`src/rtl/rf_wb_arbiter.sv`:
```
// Register-file write-port arbiter: N writeback requesters share we3/a3/wd3
// through one registered output stage, with a saturating contention counter.
module rf_wb_arbiter #(
    parameter int N     = 2,
    parameter int RR    = 1,
    parameter int CNT_W = 16
) (
    input  logic              clk,
    input  logic              reset,
    input  logic              hold,
    input  logic [N-1:0]      req_valid,
    output logic [N-1:0]      req_ready,
    input  logic [N*5-1:0]    req_addr,
    input  logic [N*32-1:0]   req_data,
    output logic              we3,
    output logic [4:0]        a3,
    output logic [31:0]       wd3,
    output logic [2:0]        grant_id,
    output logic [CNT_W-1:0]  contention
);

    localparam int IW = (N > 1) ? $clog2(N) : 1;

    logic [IW-1:0]    r_ptr;
    logic             r_we;
    logic [4:0]       r_a;
    logic [31:0]      r_wd;
    logic [2:0]       r_gid;
    logic [CNT_W-1:0] r_cnt;

    logic [IW-1:0]    w_idx;
    logic [IW-1:0]    w_win;
    logic             w_any;
    logic             w_xfer;
    logic             w_busy;
    logic [4:0]       w_addr;
    logic [31:0]      w_data;

    // Search order begins just after the last winner; fixed mode scans from 0.
    always_comb begin
        w_any = 1'b0;
        w_win = '0;
        w_idx = '0;
        for (int k = 0; k < N; k++) begin
            if (RR != 0) begin
                if (int'(r_ptr) + k + 1 >= N)
                    w_idx = IW'(int'(r_ptr) + k + 1 - N);
                else
                    w_idx = IW'(int'(r_ptr) + k + 1);
            end else begin
                w_idx = IW'(k);
            end
            if (!w_any && req_valid[w_idx]) begin
                w_any = 1'b1;
                w_win = w_idx;
            end
        end
    end

    always_comb begin
        w_addr = '0;
        w_data = '0;
        for (int i = 0; i < N; i++) begin
            if (w_win == IW'(i)) begin
                w_addr = req_addr[i*5 +: 5];
                w_data = req_data[i*32 +: 32];
            end
        end
    end

    assign w_xfer    = w_any & ~hold & ~reset;
    assign w_busy    = ~hold & ($countones(req_valid) >= 2);
    assign req_ready = w_xfer ? (N'(1) << w_win) : '0;

    always_ff @(posedge clk or posedge reset) begin
        if (reset) begin
            r_we  <= 1'b0;
            r_a   <= '0;
            r_wd  <= '0;
            r_gid <= '0;
            r_cnt <= '0;
            r_ptr <= IW'(N - 1);
        end else begin
            // x0 targets are accepted but never enabled onto the write port
            r_we <= w_xfer && (w_addr != 5'd0);
            if (w_xfer) begin
                r_a   <= w_addr;
                r_wd  <= w_data;
                r_gid <= 3'(w_win);
                r_ptr <= w_win;
            end
            if (w_busy && (r_cnt != '1))
                r_cnt <= r_cnt + CNT_W'(1);
        end
    end

    assign we3        = r_we;
    assign a3         = r_a;
    assign wd3        = r_wd;
    assign grant_id   = r_gid;
    assign contention = r_cnt;

endmodule

```
`config.mk`:
```
export PLATFORM = sky130hd
export DESIGN_NAME = rf_wb_arbiter
export DESIGN_NICKNAME = d
export VERILOG_FILES = /design/src/rtl/rf_wb_arbiter.sv
export SDC_FILE = /design/constraint.sdc
export NUM_CORES = 1
export LEC_CHECK = 0
export ABC_AREA = 1
export ABC_CLOCK_PERIOD_IN_PS = 4700
export BUFFER_PORTS_ARGS = -buffer_cell sky130_fd_sc_hd__buf_4
export CAP_MARGIN = 20
export CORE_UTILIZATION = 40
export DETAILED_ROUTE_END_ITERATION = 10
export GPL_TIMING_DRIVEN = 0
export PLACE_DENSITY = 0.71
export SLEW_MARGIN = 20
export SYNTH_ARGS = -nofsm -noshare
export SYNTH_HDL_FRONTEND = slang
export SYNTH_SLANG_ARGS = --single-unit
```
`constraint.sdc`:
```
create_clock -name clk -period 4.7 [get_ports clk]
set_clock_uncertainty 0.1 [all_clocks]
set_input_delay 0.47 -clock clk [delete_from_list [all_inputs] [get_ports clk]]
set_output_delay 0.47 -clock clk [all_outputs]
set_load 0.05 [all_outputs]
```
## Word-level counts from Yosys, hierarchy flattened

Cells that the tools add are included.

| word-level totals | value |
|---|---|
| register bits after elaboration | 56 |
| input bits | 79 |
| output and inout bits | 59 |
| word-level logic and storage cells | 42 |

| cells by class | value |
|---|---|
| add/subtract/negate cells | 6 |
| magnitude comparators | 5 |
| equality and inequality tests | 1 |
| shifts and indexed selects | 1 |
| multiplexer cells | 13 |
| bitwise logic cells | 5 |
| reductions and logical operators | 5 |

Operator list:

| operator | number |
|---|---|
| 32-bit 2-to-1 mux | 1 |
| 16-bit by 1-bit adder with 16-bit output (second input constant) | 1 |
| 16-bit inequality test (second input constant) | 1 |
| 1-bit 2-to-1 mux | 10 |
| 5-bit 2-to-1 mux | 1 |
| 5-bit nonzero test | 1 |
| 2-bit >= comparator (second input constant) | 2 |
| 1-bit by 2-bit < comparator with 1-bit output (second input constant) | 2 |
| 2-bit by 1-bit adder with 3-bit output (second input constant) | 1 |
| 1-bit bitwise AND | 3 |
| 3-bit by 2-bit >= comparator with 1-bit output (second input constant) | 1 |
| 1-bit logical AND | 3 |
| 1-bit by 1-bit adder with 2-bit output | 1 |
| 1-bit by 1-bit adder with 2-bit output (second input constant) | 1 |
| 2-bit 2-to-1 mux | 1 |
| 1-bit inverter | 2 |
| 1-bit by 1-bit << shifter with 2-bit output (first input constant) | 1 |
| 1-bit subtractor (second input constant) | 2 |
| 1-bit zero test | 1 |

## Logic depth before layout (Yosys ltp)

Gate-level depths: netlist of the first run.

| depth | value |
|---|---|
| depth after elaboration | 12 |
| gate-level depth with buffers | 9 |
| depth with buffers taken out | 8 |

## Least setup slack after synthesis of the first run

OpenSTA, ideal clock, no wires.

| path | value |
|---|---|
| path type | input to output |
| start point | input port hold |
| end point | output port req_ready[1] |
| data arrival time | 1461 ps |
| required time | 4130 ps |
| setup slack | 2669 ps |
| cell stages on the path | 4 |
| path buffers | 1 |
| cells stage by stage | nor2_1 nand2_1 inv_1 clkbuf_1 |

| between the ends | value |
|---|---|
| word-level cells in the longest chain between the ends | 4 |

RTL lines:

| element | RTL line | source |
|---|---|---|
| start: declaration | 10 | `input logic hold,` |
| 1-bit inverter | 71 | `assign w_xfer = w_any & ~hold & ~reset;` |
| 1-bit bitwise AND (2 in a row) | 71 |  |
| 2-bit 2-to-1 mux | 73 | `assign req_ready = w_xfer ? (N'(1) << w_win) : '0;` |
| end: declaration | 12 | `output logic [N-1:0] req_ready,` |

No other way between the ends.

## Final worst setup path of the first run

| path | value |
|---|---|
| start point | register r_ptr |
| end point | output port req_ready[0] |

| between the ends | value |
|---|---|
| word-level cells in the longest chain between the ends | 12 |
| elaborated cells on any way between the ends | 22 |
| classes of those cells | add/sub: 4; order compare: 2; shift: 1; mux: 11; bitwise: 2; reduce/logical: 2 |

RTL lines:

| element | RTL line | source |
|---|---|---|
| start: declaration | 24 | `logic [IW-1:0] r_ptr;` |
| start signal: assignment | 82 | `r_ptr <= IW'(N - 1);` |
| start signal: assignment | 90 | `r_ptr <= w_win;` |
| 1-bit by 1-bit adder with 2-bit output * | 47, 49 |  |
| branches (longest 10 deep; another with 2-bit by 1-bit adder with 3-bit output) | -- |  |
| 2-bit 2-to-1 mux * | 73 |  |

Every way passes the cells marked *. The select of a mux whose other input is x is not followed.

==> results of run 1 <==
[final cells by class]
class	instances	area [um^2]	area share, %
Buffer	15	82.6	2.05
Clock buffer	6	82.6	2.05
Clock inverter	2	38.8	0.963
Inverter	18	73.8	1.83
Multi-Input combinational cell	284	1230	30.6
Sequential cell	56	1400	34.8
Tap cell	80	100	2.49
Timing Repair Buffer	135	1010	25.2
[cell families after synthesis]
family,count (synthesis)
compound gates,17
flops,56
simple gates,257
buf+inv,33
fa+ha+maj,1
xor+xnor,7
other cells,1
[path summary, 6_finish.rpt]
kind	startpoint	to	cells after the start
hold / removal	reset	wd3[6]	2
setup reg to reg	contention[0]	contention[1]	9
hold reg to reg	r_ptr	r_ptr	2
setup / recovery	r_ptr	req_ready[0]	6
min in group clk	req_data[27]	wd3[27]	3
max in group asynchronous	reset	contention[0]	2
[worst max-delay path, delay by kind of cell, from the launching register on]
kind	cells	cell delay, ns
buffers and inverters	3	0.58
flip-flops	1	0.55
AND/OR/NAND/NOR	3	0.43
[state kept, by name (all words and copies together), names as in the netlist]
name and cells:
a3 5, contention 16, grant_id 1, r_ptr 1, wd3 32, we3 1
[routing by layer]
| metal | track usage, % | vias up | wire length, um |
|---|---|---|---|
| met5 | 0 | - | 0 |
| met4 | 7.12 | 0 | 163 |
| met3 | 4.18 | 12 | 459 |
| met2 | 35.6 | 104 | 3760 |
| met1 | 26.4 | 1322 | 3210 |
| li1 | - | 1442 | - |
[power by group through the flow]
stage	sequential [W]	clock, W	combinational (W)
after floorplan	0.000876	0	0.000125
after global placement	0.000620	0	0.000586
after detailed placement	0.000621	0	0.000594
after CTS	0.000615	0.000348	0.000594
after global routing	0.000627	0.000365	0.000622
final	0.000615	0.000336	0.000590
[synth_stat cells, drive strengths merged]
master,instances
clkbuf,8
o21ai,17
inv,17
nand4,4
clkinv,1
xnor2,7
nand2,190
ha,1
nor2,22
dfstp,1
buf,7
conb,1
dfrtp,55
nand3,41
[placed cells by master (no fill, tap or decap)]
cell type,netlist,layout
nand3_1,40,40
inv_1,16,15
o21ai_4,1,1
o21ai_0,15,15
xnor2_1,7,7
clkbuf_8,0,6
nand2_2,1,1
clkinv_4,0,1
nor2_4,1,1
o21ai_2,1,1
dfrtp_1,55,55
nand2_4,1,1
nand3_2,1,1
buf_4,2,137
ha_1,1,1
buf_2,3,3
nand4_1,4,4
nor2_2,1,1
conb_1,1,2
nand2_1,188,188
dfstp_2,1,1
inv_4,1,2
clkinv_2,1,1
nor2_1,20,20
buf_6,2,2
clkbuf_1,8,8
bufinv_16,0,1
[metrics by stage]
stage / total power, W / setup WS [ns] / util (%) / hold slack, ns / cell area, um^2
global placement: 0.00121 / 1.98 / 57.8 / 0.353 / 3900
detailed placement: 0.00122 / 2.32 / 57.8 / 0.354 / 3910
finish: 0.00154 / 2.27 / 59.6 / 0.181 / 4030
floorplan: 0.00100 / 2.67 / - / 0.344 / 2790
global route: 0.00161 / 2.10 / 59.6 / 0.222 / 4030
CTS: 0.00156 / 2.23 / 59.6 / 0.201 / 4030
==> metrics.csv, run 1 <==
metric;value;unit
status;completed;
min_period;2.43;ns
cts.path.max_buffers;2;
hold_path_class;in -> async;
numPortBuffers;135;
hold_viol;0;
post-cts-setup-buffer-count;0;
ys_types;24;
path_class;reg -> out;
p_leak;2.12;nW
final-setup-viol-count;0;
drv_cap;0;
cp_slowest_cell;dfstp_2;
cts_tree;done;
p_per_area;383;nW/um^2
grt_start_max_net_pins;57;
synthAdderAreaFrac;0.449;%
setup.worst_path.start_class;register;
switchingPower;0.000617;W
synth_top_family_by_area;simple AND/OR/NAND/NOR gates;
worstPathRequired;4.13;ns
worst-path-max-fanout;10;
wl;7590;um
drcViolationCount;0;
fin_crit_sh;51.7;%
routabilityCongestion;0.849;
routed_via_density;4.83;
final_nets;595;
syn_area;2790;um^2
rows;30;
die_area;7300;um^2
clkTransAtPathRegs;0.10;ns
dp.cells;588;
antenna_cells;0;
core_area;6760;um^2
synth_compound_area_share;3.59;%
place_hpwl;5780;um
clockRootBuffer;clkbuf_8;
yosys_warnings;0;
ioPinCount;138;
numCtsBuffers;5;
stdcell_count;596;
grt_overflow;0;
maxSlewViolCount;0;
clock-sinks;56;
rsz0062_at_grt;false;
die_w;85.4;um
drt_iter0_drc;107;
grt_usage;20.9;%
fillers;624;
synthToLayoutAreaGrowth;44.6;%
ys_seq_area_share;50.4;%
seq_power_share;39.9;%
ctsHoldBuffers;0;
postSynthCellCount;372;
grt_pass1_wl;12200;um
ys_ff_latch;56;
r2r_slack;2.89;ns
path_cells;nand2_1 -> nand2_1 -> inv_1 -> nor2_1 -> buf_2 -> buf_4;
cp-end-kind;output port;
worstMarginPinSlew;0.686;ns
yosysTopAreaCellShare;49.4;%
layout-drive-gt1-share;31.2;%
ir_drop;187;uV
yosys-top-cells-area;dfrtp_1 49%, nand2_1 25%, nand3_1 7.2%, nor2_1 2.7%, o21ai_0 2.7%;
comb_power_share;38.3;%
fmax;411;MHz
fp.dieH;85.4;um
critical_path.max_stage_delay;0.55;ns
fin_setup_tns;0;ns
ant_nets;0;
synth-xor-area-share;2.20;%
crit_top_cell;nand2_1;
p_int;0.000925;W
via_count;2880;
clk-insertion-delay-late;0.31;ns
maxSlewHeadroom;54.3;%
first_pass_iters;4;
grt_antenna_before_repair;0;
cts_max_level;2;
cts_resized;0;
netSwitchingFraction;40.0;%
synthMuxAreaShare;0;%
grt_pass1_vias;2653;
synth_top_area_cell;dfrtp_1;
wire_per_inst;12.7;um
start_util;41.2;%
p_clk_share;21.8;%
worstPathArrival;1.86;ns
syn_area_per_cell;7.49;um^2
synthSimpleGateAreaFrac;37.7;%
(Power assumes the default switching activity.)
==> run 2, diff against run 1 <==
--- a/config.mk
+++ b/config.mk
@@ -5,14 +5,14 @@
 export SDC_FILE = /design/constraint.sdc
 export NUM_CORES = 1
 export LEC_CHECK = 0
-export ABC_AREA = 1
-export ABC_CLOCK_PERIOD_IN_PS = 4700
+export ABC_AREA = 0
+export ABC_CLOCK_PERIOD_IN_PS = 1950
 export BUFFER_PORTS_ARGS = -buffer_cell sky130_fd_sc_hd__buf_4
 export CAP_MARGIN = 20
 export CORE_UTILIZATION = 40
 export DETAILED_ROUTE_END_ITERATION = 10
 export GPL_TIMING_DRIVEN = 0
-export PLACE_DENSITY = 0.71
+export PLACE_DENSITY = 0.75
 export SLEW_MARGIN = 20
 export SYNTH_ARGS = -nofsm -noshare
 export SYNTH_HDL_FRONTEND = slang
==> constraint.sdc (replaced) <==
create_clock -name clk -period 1.95 [get_ports clk]
set_clock_uncertainty 0.1 [all_clocks]
set_input_delay 0.195 -clock clk [delete_from_list [all_inputs] [get_ports clk]]
set_output_delay 0.195 -clock clk [all_outputs]
set_load 0.05 [all_outputs]
==> metrics.csv, run 2 <==
metric;value;unit;change
status;completed;;
postPlaceCellArea;3750;um^2;-4.0%
yosys-top-cells-area;dfrtp_1 52%, nand2_1 10%, a22oi_1 9.1%, buf_6 3.9%, xnor2_1 3.0%;;
die_w;83.1;um;-2.8%
synth-edff-count;0;;unchanged
clock-sinks;56;;unchanged
synth_commonest_cells;73 x nand2_1, 55 x dfrtp_1, 32 x a22oi_1;;
busiest_layer;met2;;
synthToLayoutAreaGrowth;61.4;%;
ioPinCount;138;;unchanged
final-setup-viol-count;0;;unchanged
first_pass_iters;5;;+1
worstPathArrival;1.95;ns;+0.09 ns
wl;7290;um;-4.0%
maxSlewViolCount;0;;unchanged
fp.dieH;83.1;um;-2.8%
postSynthCellCount;250;;-33%
layout-drive-gt1-share;40.2;%;+9.0 points
largest_reg_flops;32;;unchanged
final_util;66.8;%;+7.2 points
cts_max_level;2;;unchanged
fillers;496;;-21%
via_count;2541;;-12%
core_area;6350;um^2;-6.0%
clockRootBuffer;clkbuf_8;;
grt_start_max_net_pins;57;;unchanged
yosysTopAreaCellShare;52.4;%;+2.9 points
antenna_cells;0;;unchanged
worstPathRequired;2.04;ns;-2.09 ns
grt_pass1_vias;2531;;-4.6%
final_common_cell;buf_4;;
synth_top_area_cell;dfrtp_1;;
cts_tree;done;;
dp.cells;463;;-21%
drt_iter0_drc;93;;-13%
setup_ws;0.0900;ns;-2.18 ns
syn_area;2630;um^2;-5.6%
ant_nets;0;;unchanged
gr-usage-met3;5.47;%;+1.3 points
p_per_area;881;nW/um^2;+130%
stdcell_area;4240;um^2;+5.3%
fmax;538;MHz;
clkTransAtPathRegs;0.09;ns;about the same
rows;29;;-3.3%
hold_viol;0;;unchanged
cp-end-kind;register;;
ys_types;38;;+58%
ys_seq_area_share;53.4;%;+3.0 points
gr-usage-met1;25.8;%;-0.58 points
path_class;reg -> reg;;
numCtsBuffers;5;;unchanged
grt_overflow;0;;unchanged
dpl_worst_slack;-0.0868;ns;-2.41 ns
setup.worst_path.start_class;register;;
numPortBuffers;135;;unchanged
drv_cap;0;;unchanged
fin_setup_tns;0;ns;unchanged
ir_drop;577;uV;+210%
yosys_warnings;0;;unchanged
ys_ff_latch;56;;unchanged
start_util;41.4;%;+0.18 points
maxSlewHeadroom;54.0;%;-0.21 points
die_area;6900;um^2;-5.5%
min_period;1.86;ns;
ys.flop_type;dfrtp_1;;
routed_via_density;4.98;;+3.1%
final_nets;512;;-14%
grt_use_met2;36.1;%;+0.43 points
grt_antenna_before_repair;0;;unchanged
rsz0062_at_grt;false;;
grt_pass1_wl;11800;um;-3.0%
routabilityCongestion;0.759;;-11%
cts.path.max_buffers;2;;unchanged
p_leak;2.16;nW;+2.1%
fin_crit_sh;95.4;%;
worst-path-max-fanout;6;;-4
yosysMostFrequentCell;nand2_1;;
layout.cells.most_common_list;140 x buf_4, 73 x nand2_1, 53 x dfrtp_1;;
syn_area_per_cell;10.5;um^2;+40%
grt_usage;21.0;%;+0.17 points
worstMarginPinSlew;0.689;ns;+0.00313 ns
place_hpwl;4960;um;-14%
drcViolationCount;0;;unchanged
clk-insertion-delay-late;0.30;ns;about the same
hold_path_class;in -> reg;;
stdcell_count;510;;-14%
synth-async-reset-ratio;100;%;unchanged
wire_per_inst;14.3;um;+12%
==> run 2: report_power, final <==
part           switching, W  internal, W  leakage, nW
Combinational       0.00101     0.000566         1.41
Sequential         0.000155      0.00136        0.702
Clock              0.000358     0.000291       0.0455
Total               0.00152      0.00222         2.16
==> run 2: cells by family (layout without fill, tap and decap cells) <==
| group | Yosys count | in the layout | share of synthesized area [%] |
|---|---|---|---|
| buffers and inverters | 18 | 200 | 5.71 |
| other | 1 | 2 | 0.143 |
| DFF | 56 | 56 | 53.4 |
| muxes | 7 | 7 | 2.90 |
| AOI/OAI and AO/OA | 45 | 45 | 12.6 |
| adders and majority gates | 1 | 1 | 0.476 |
| and+or+nand+nor | 110 | 110 | 20.8 |
| xor gates and xnor gates | 12 | 12 | 4.00 |
==> run 2: cell type report <==
cell class / instances / area, um^2 / share of cell area, %
Buffer: 16 / 141 / 3.33
Clock buffer: 8 / 90.1 / 2.12
Inverter: 1 / 6.26 / 0.147
Multi-Input combinational cell: 177 / 1090 / 25.7
Sequential cell: 56 / 1410 / 33.1
Tap cell: 77 / 96.3 / 2.27
Timing Repair Buffer: 175 / 1410 / 33.3
==> run 2: timing repair <==
item | in CTS | in global routing
resized for setup | 5 | 1
pin swaps | 1 | 2
endpoints found under the setup margin | 2 | 14
setup buffers | 2 | 2
hold buffers | 34 | 2
hold endpoints to repair | 86 | 2
==> run 2: stage by stage <==
step | power [W] | hold slack, ns
floorplan | 0.00249 | 0.200
global route | 0.00392 | 0.00466
detailed placement | 0.00304 | 0.288
CTS | 0.00376 | 0.00332
finish | 0.00374 | 0.00682
global placement | 0.00301 | 0.285
==> run 2: layer usage <==
metal / vias up / wire length (um)
met5: - / 0
met4: 0 / 149
met3: 17 / 442
met2: 102 / 3660
met1: 1181 / 3040
li1: 1241 / -
==> run 2: path summary, 6_finish.rpt <==
kind                                from       endpoint  slack, ns  depth (start not counted)
max                        contention[0]  contention[1]       0.09                          5
min                         req_data[30]        wd3[30]      0.007                          3
max reg2reg                contention[0]  contention[1]       0.09                          5
min reg2reg                        a3[2]          a3[2]       0.39                          2
max in group asynchronous          reset  contention[0]       0.73                          3
min in group asynchronous          reset  contention[2]       0.49                          3
==> run 2: worst max-delay path, cell delays in order, from the launching register on <==
cell and delay (ns):
dfrtp_2 0.46, ha_1 0.27, and3_1 0.19, and4_1 0.23, nor2b_2 0.16, mux2_1 0.33
==> run 3, diff against run 2 <==
--- a/config.mk
+++ b/config.mk
@@ -9,10 +9,10 @@
 export ABC_CLOCK_PERIOD_IN_PS = 1950
 export BUFFER_PORTS_ARGS = -buffer_cell sky130_fd_sc_hd__buf_4
 export CAP_MARGIN = 20
-export CORE_UTILIZATION = 40
+export CORE_UTILIZATION = 41
 export DETAILED_ROUTE_END_ITERATION = 10
 export GPL_TIMING_DRIVEN = 0
-export PLACE_DENSITY = 0.75
+export PLACE_DENSITY = 0.77
 export SLEW_MARGIN = 20
 export SYNTH_ARGS = -nofsm -noshare
 export SYNTH_HDL_FRONTEND = slang
==> metrics.csv, run 3 (synthesis gave the netlist of run 2 again) <==
metric;value;unit;change
grt_start_max_net_pins;57;;unchanged
grt_overflow;0;;unchanged
numCtsBuffers;5;;unchanged
cts.path.max_buffers;2;;unchanged
wl;8230;um;+13%
cp-end-kind;output port;;
worstPathRequired;1.65;ns;-0.39 ns
seq_power_share;38.6;%;-1.9 points
cts_tree;done;;
final_common_cell;buf_4;;
path_class;reg -> out;;
ant_nets;0;;unchanged
die_w;82.1;um;-1.2%
largest_reg_flops;32;;unchanged
netSwitchingFraction;39.9;%;-0.81 points
start_util;43.4;%;+2.0 points
hold_path_class;in -> reg;;
grt_pass1_wl;11700;um;-1.1%
grt_pass1_vias;2589;;+2.3%
final_nets;520;;+1.6%
setup.worst_path.start_class;register;;
dp.cells;461;;-0.43%
grt_usage;22.9;%;+1.8 points
rows;28;;-3.4%
core_area;6060;um^2;-4.6%
fillers;443;;-11%
comb_power_share;41.0;%;-1.1 points
worstPathArrival;1.57;ns;-0.38 ns
numPortBuffers;135;;unchanged
postPlaceCellArea;3740;um^2;about the same
stdcell_count;516;;+1.2%
antenna_cells;0;;unchanged
via_count;2722;;+7.1%
place_hpwl;5210;um;+5.0%
layout.cells.most_common_list;144 x buf_4, 73 x nand2_1, 53 x dfrtp_1;;
die_area;6740;um^2;-2.4%
final_util;71.7;%;+4.9 points
holdWs;0.00375;ns;-0.00307 ns
switchingPower;0.00157;W;+2.9%
rsz0062_at_grt;false;;
dpl_worst_slack;-0.0220;ns;+0.0648 ns
layout-drive-gt1-share;41.0;%;+0.86 points
fp.dieH;82.1;um;-1.2%
clock-sinks;56;;unchanged
routed_via_density;5.28;;+5.9%
hold_viol;0;;unchanged
maxSlewHeadroom;54.2;%;+0.19 points
ioPinCount;138;;unchanged
drv_cap;0;;unchanged
min_period;1.86;ns;+0.00124 ns
p_per_area;903;nW/um^2;+2.6%
final-setup-viol-count;0;;unchanged
maxSlewViolCount;0;;unchanged
status;completed;;
worstMarginPinSlew;0.686;ns;-0.00282 ns
setup_ws;0.0887;ns;-0.00124 ns
routabilityCongestion;0.788;;+3.8%
p_clk_share;20.3;%;+2.9 points
fmax;537;MHz;about the same
clk-insertion-delay-late;0.31;ns;about the same
p_leak;2.21;nW;+2.4%
wire_per_inst;15.9;um;+12%
synthToLayoutAreaGrowth;65.2;%;
clkTransAtPathRegs;0.10;ns;about the same
fin_crit_sh;95.4;%;about the same
drt_iter0_drc;101;;+8.6%
worst-path-max-fanout;8;;+2
drcViolationCount;0;;unchanged
ir_drop;527;uV;-8.6%
grt_antenna_before_repair;0;;unchanged
clockRootBuffer;clkbuf_8;;
cts_max_level;2;;unchanged
first_pass_iters;4;;-1
stdcell_area;4340;um^2;+2.4%
p_int;0.00236;W;+6.5%
-- run 3: path summary, 6_finish.rpt --
| path | end | from | slack [ns] | cells after the start |
|---|---|---|---|---|
| worst max-delay path | req_ready[0] | r_ptr | 0.09 | 4 |
| worst min-delay path | wd3[5] | req_data[5] | 0.004 | 3 |
| worst max register to register | contention[1] | contention[0] | 0.13 | 5 |
| worst min register to register | a3[2] | a3[2] | 0.39 | 2 |
| max in group asynchronous | contention[0] | reset | 0.78 | 3 |
| min in group asynchronous | a3[1] | reset | 0.48 | 3 |
-- run 3: timing repair --
action,4_1_cts,5_1_grt
hold buffers,40,0
buffers inserted,2,6
setup endpoints to repair,2,6
hold endpoints to repair,87,0
pin swaps,1,2
gates resized for setup,5,2
-- run 3: layout make-up --
class                      count  area, um^2  share of cell area (%)
clock buffer                   6        82.6                    1.90
buffer                        16         141                    3.26
inverter                       1        6.26                   0.144
sequential                    56        1410                    32.4
timing repair buffer         183        1480                    34.1
clock inverter                 2        38.8                   0.893
multi-input combinational    177        1090                    25.2
tap                           75        93.8                    2.16
-- run 3: worst max-delay path, stage by stage (launching register included) --
cell,delay (ns)
dfstp_2,0.58
a21boi_4,0.08
nor4_4,0.26
buf_6,0.19
buf_8,0.15
-- run 3: per-layer routing --
metal | vias to the layer above | share of wire [%] | global-route usage (%)
met2 | 129 | 53 | 40.9
met1 | 1315 | 37 | 26.7
li1 | 1254 | - | -
met5 | - | 0 | 0
met4 | 0 | 3.3 | 7.89
met3 | 24 | 7.0 | 5.11
-- run 3: metrics by stage --
step                power [W]  setup TNS, ns
detailed placement    0.00304        -0.0220
finish                0.00392              0
global route          0.00409              0
CTS                   0.00391        -0.0932
floorplan             0.00249              0
global placement      0.00301         -28.28
-- run 3: power by group through the flow --
stage                     logic, W  registers (W)  clock network, W
after floorplan           0.000312        0.00218                 0
after global placement     0.00149        0.00152                 0
after detailed placement   0.00151        0.00153                 0
after CTS                  0.00158        0.00151          0.000818
after global routing       0.00169        0.00154          0.000859
final                      0.00161        0.00152          0.000798
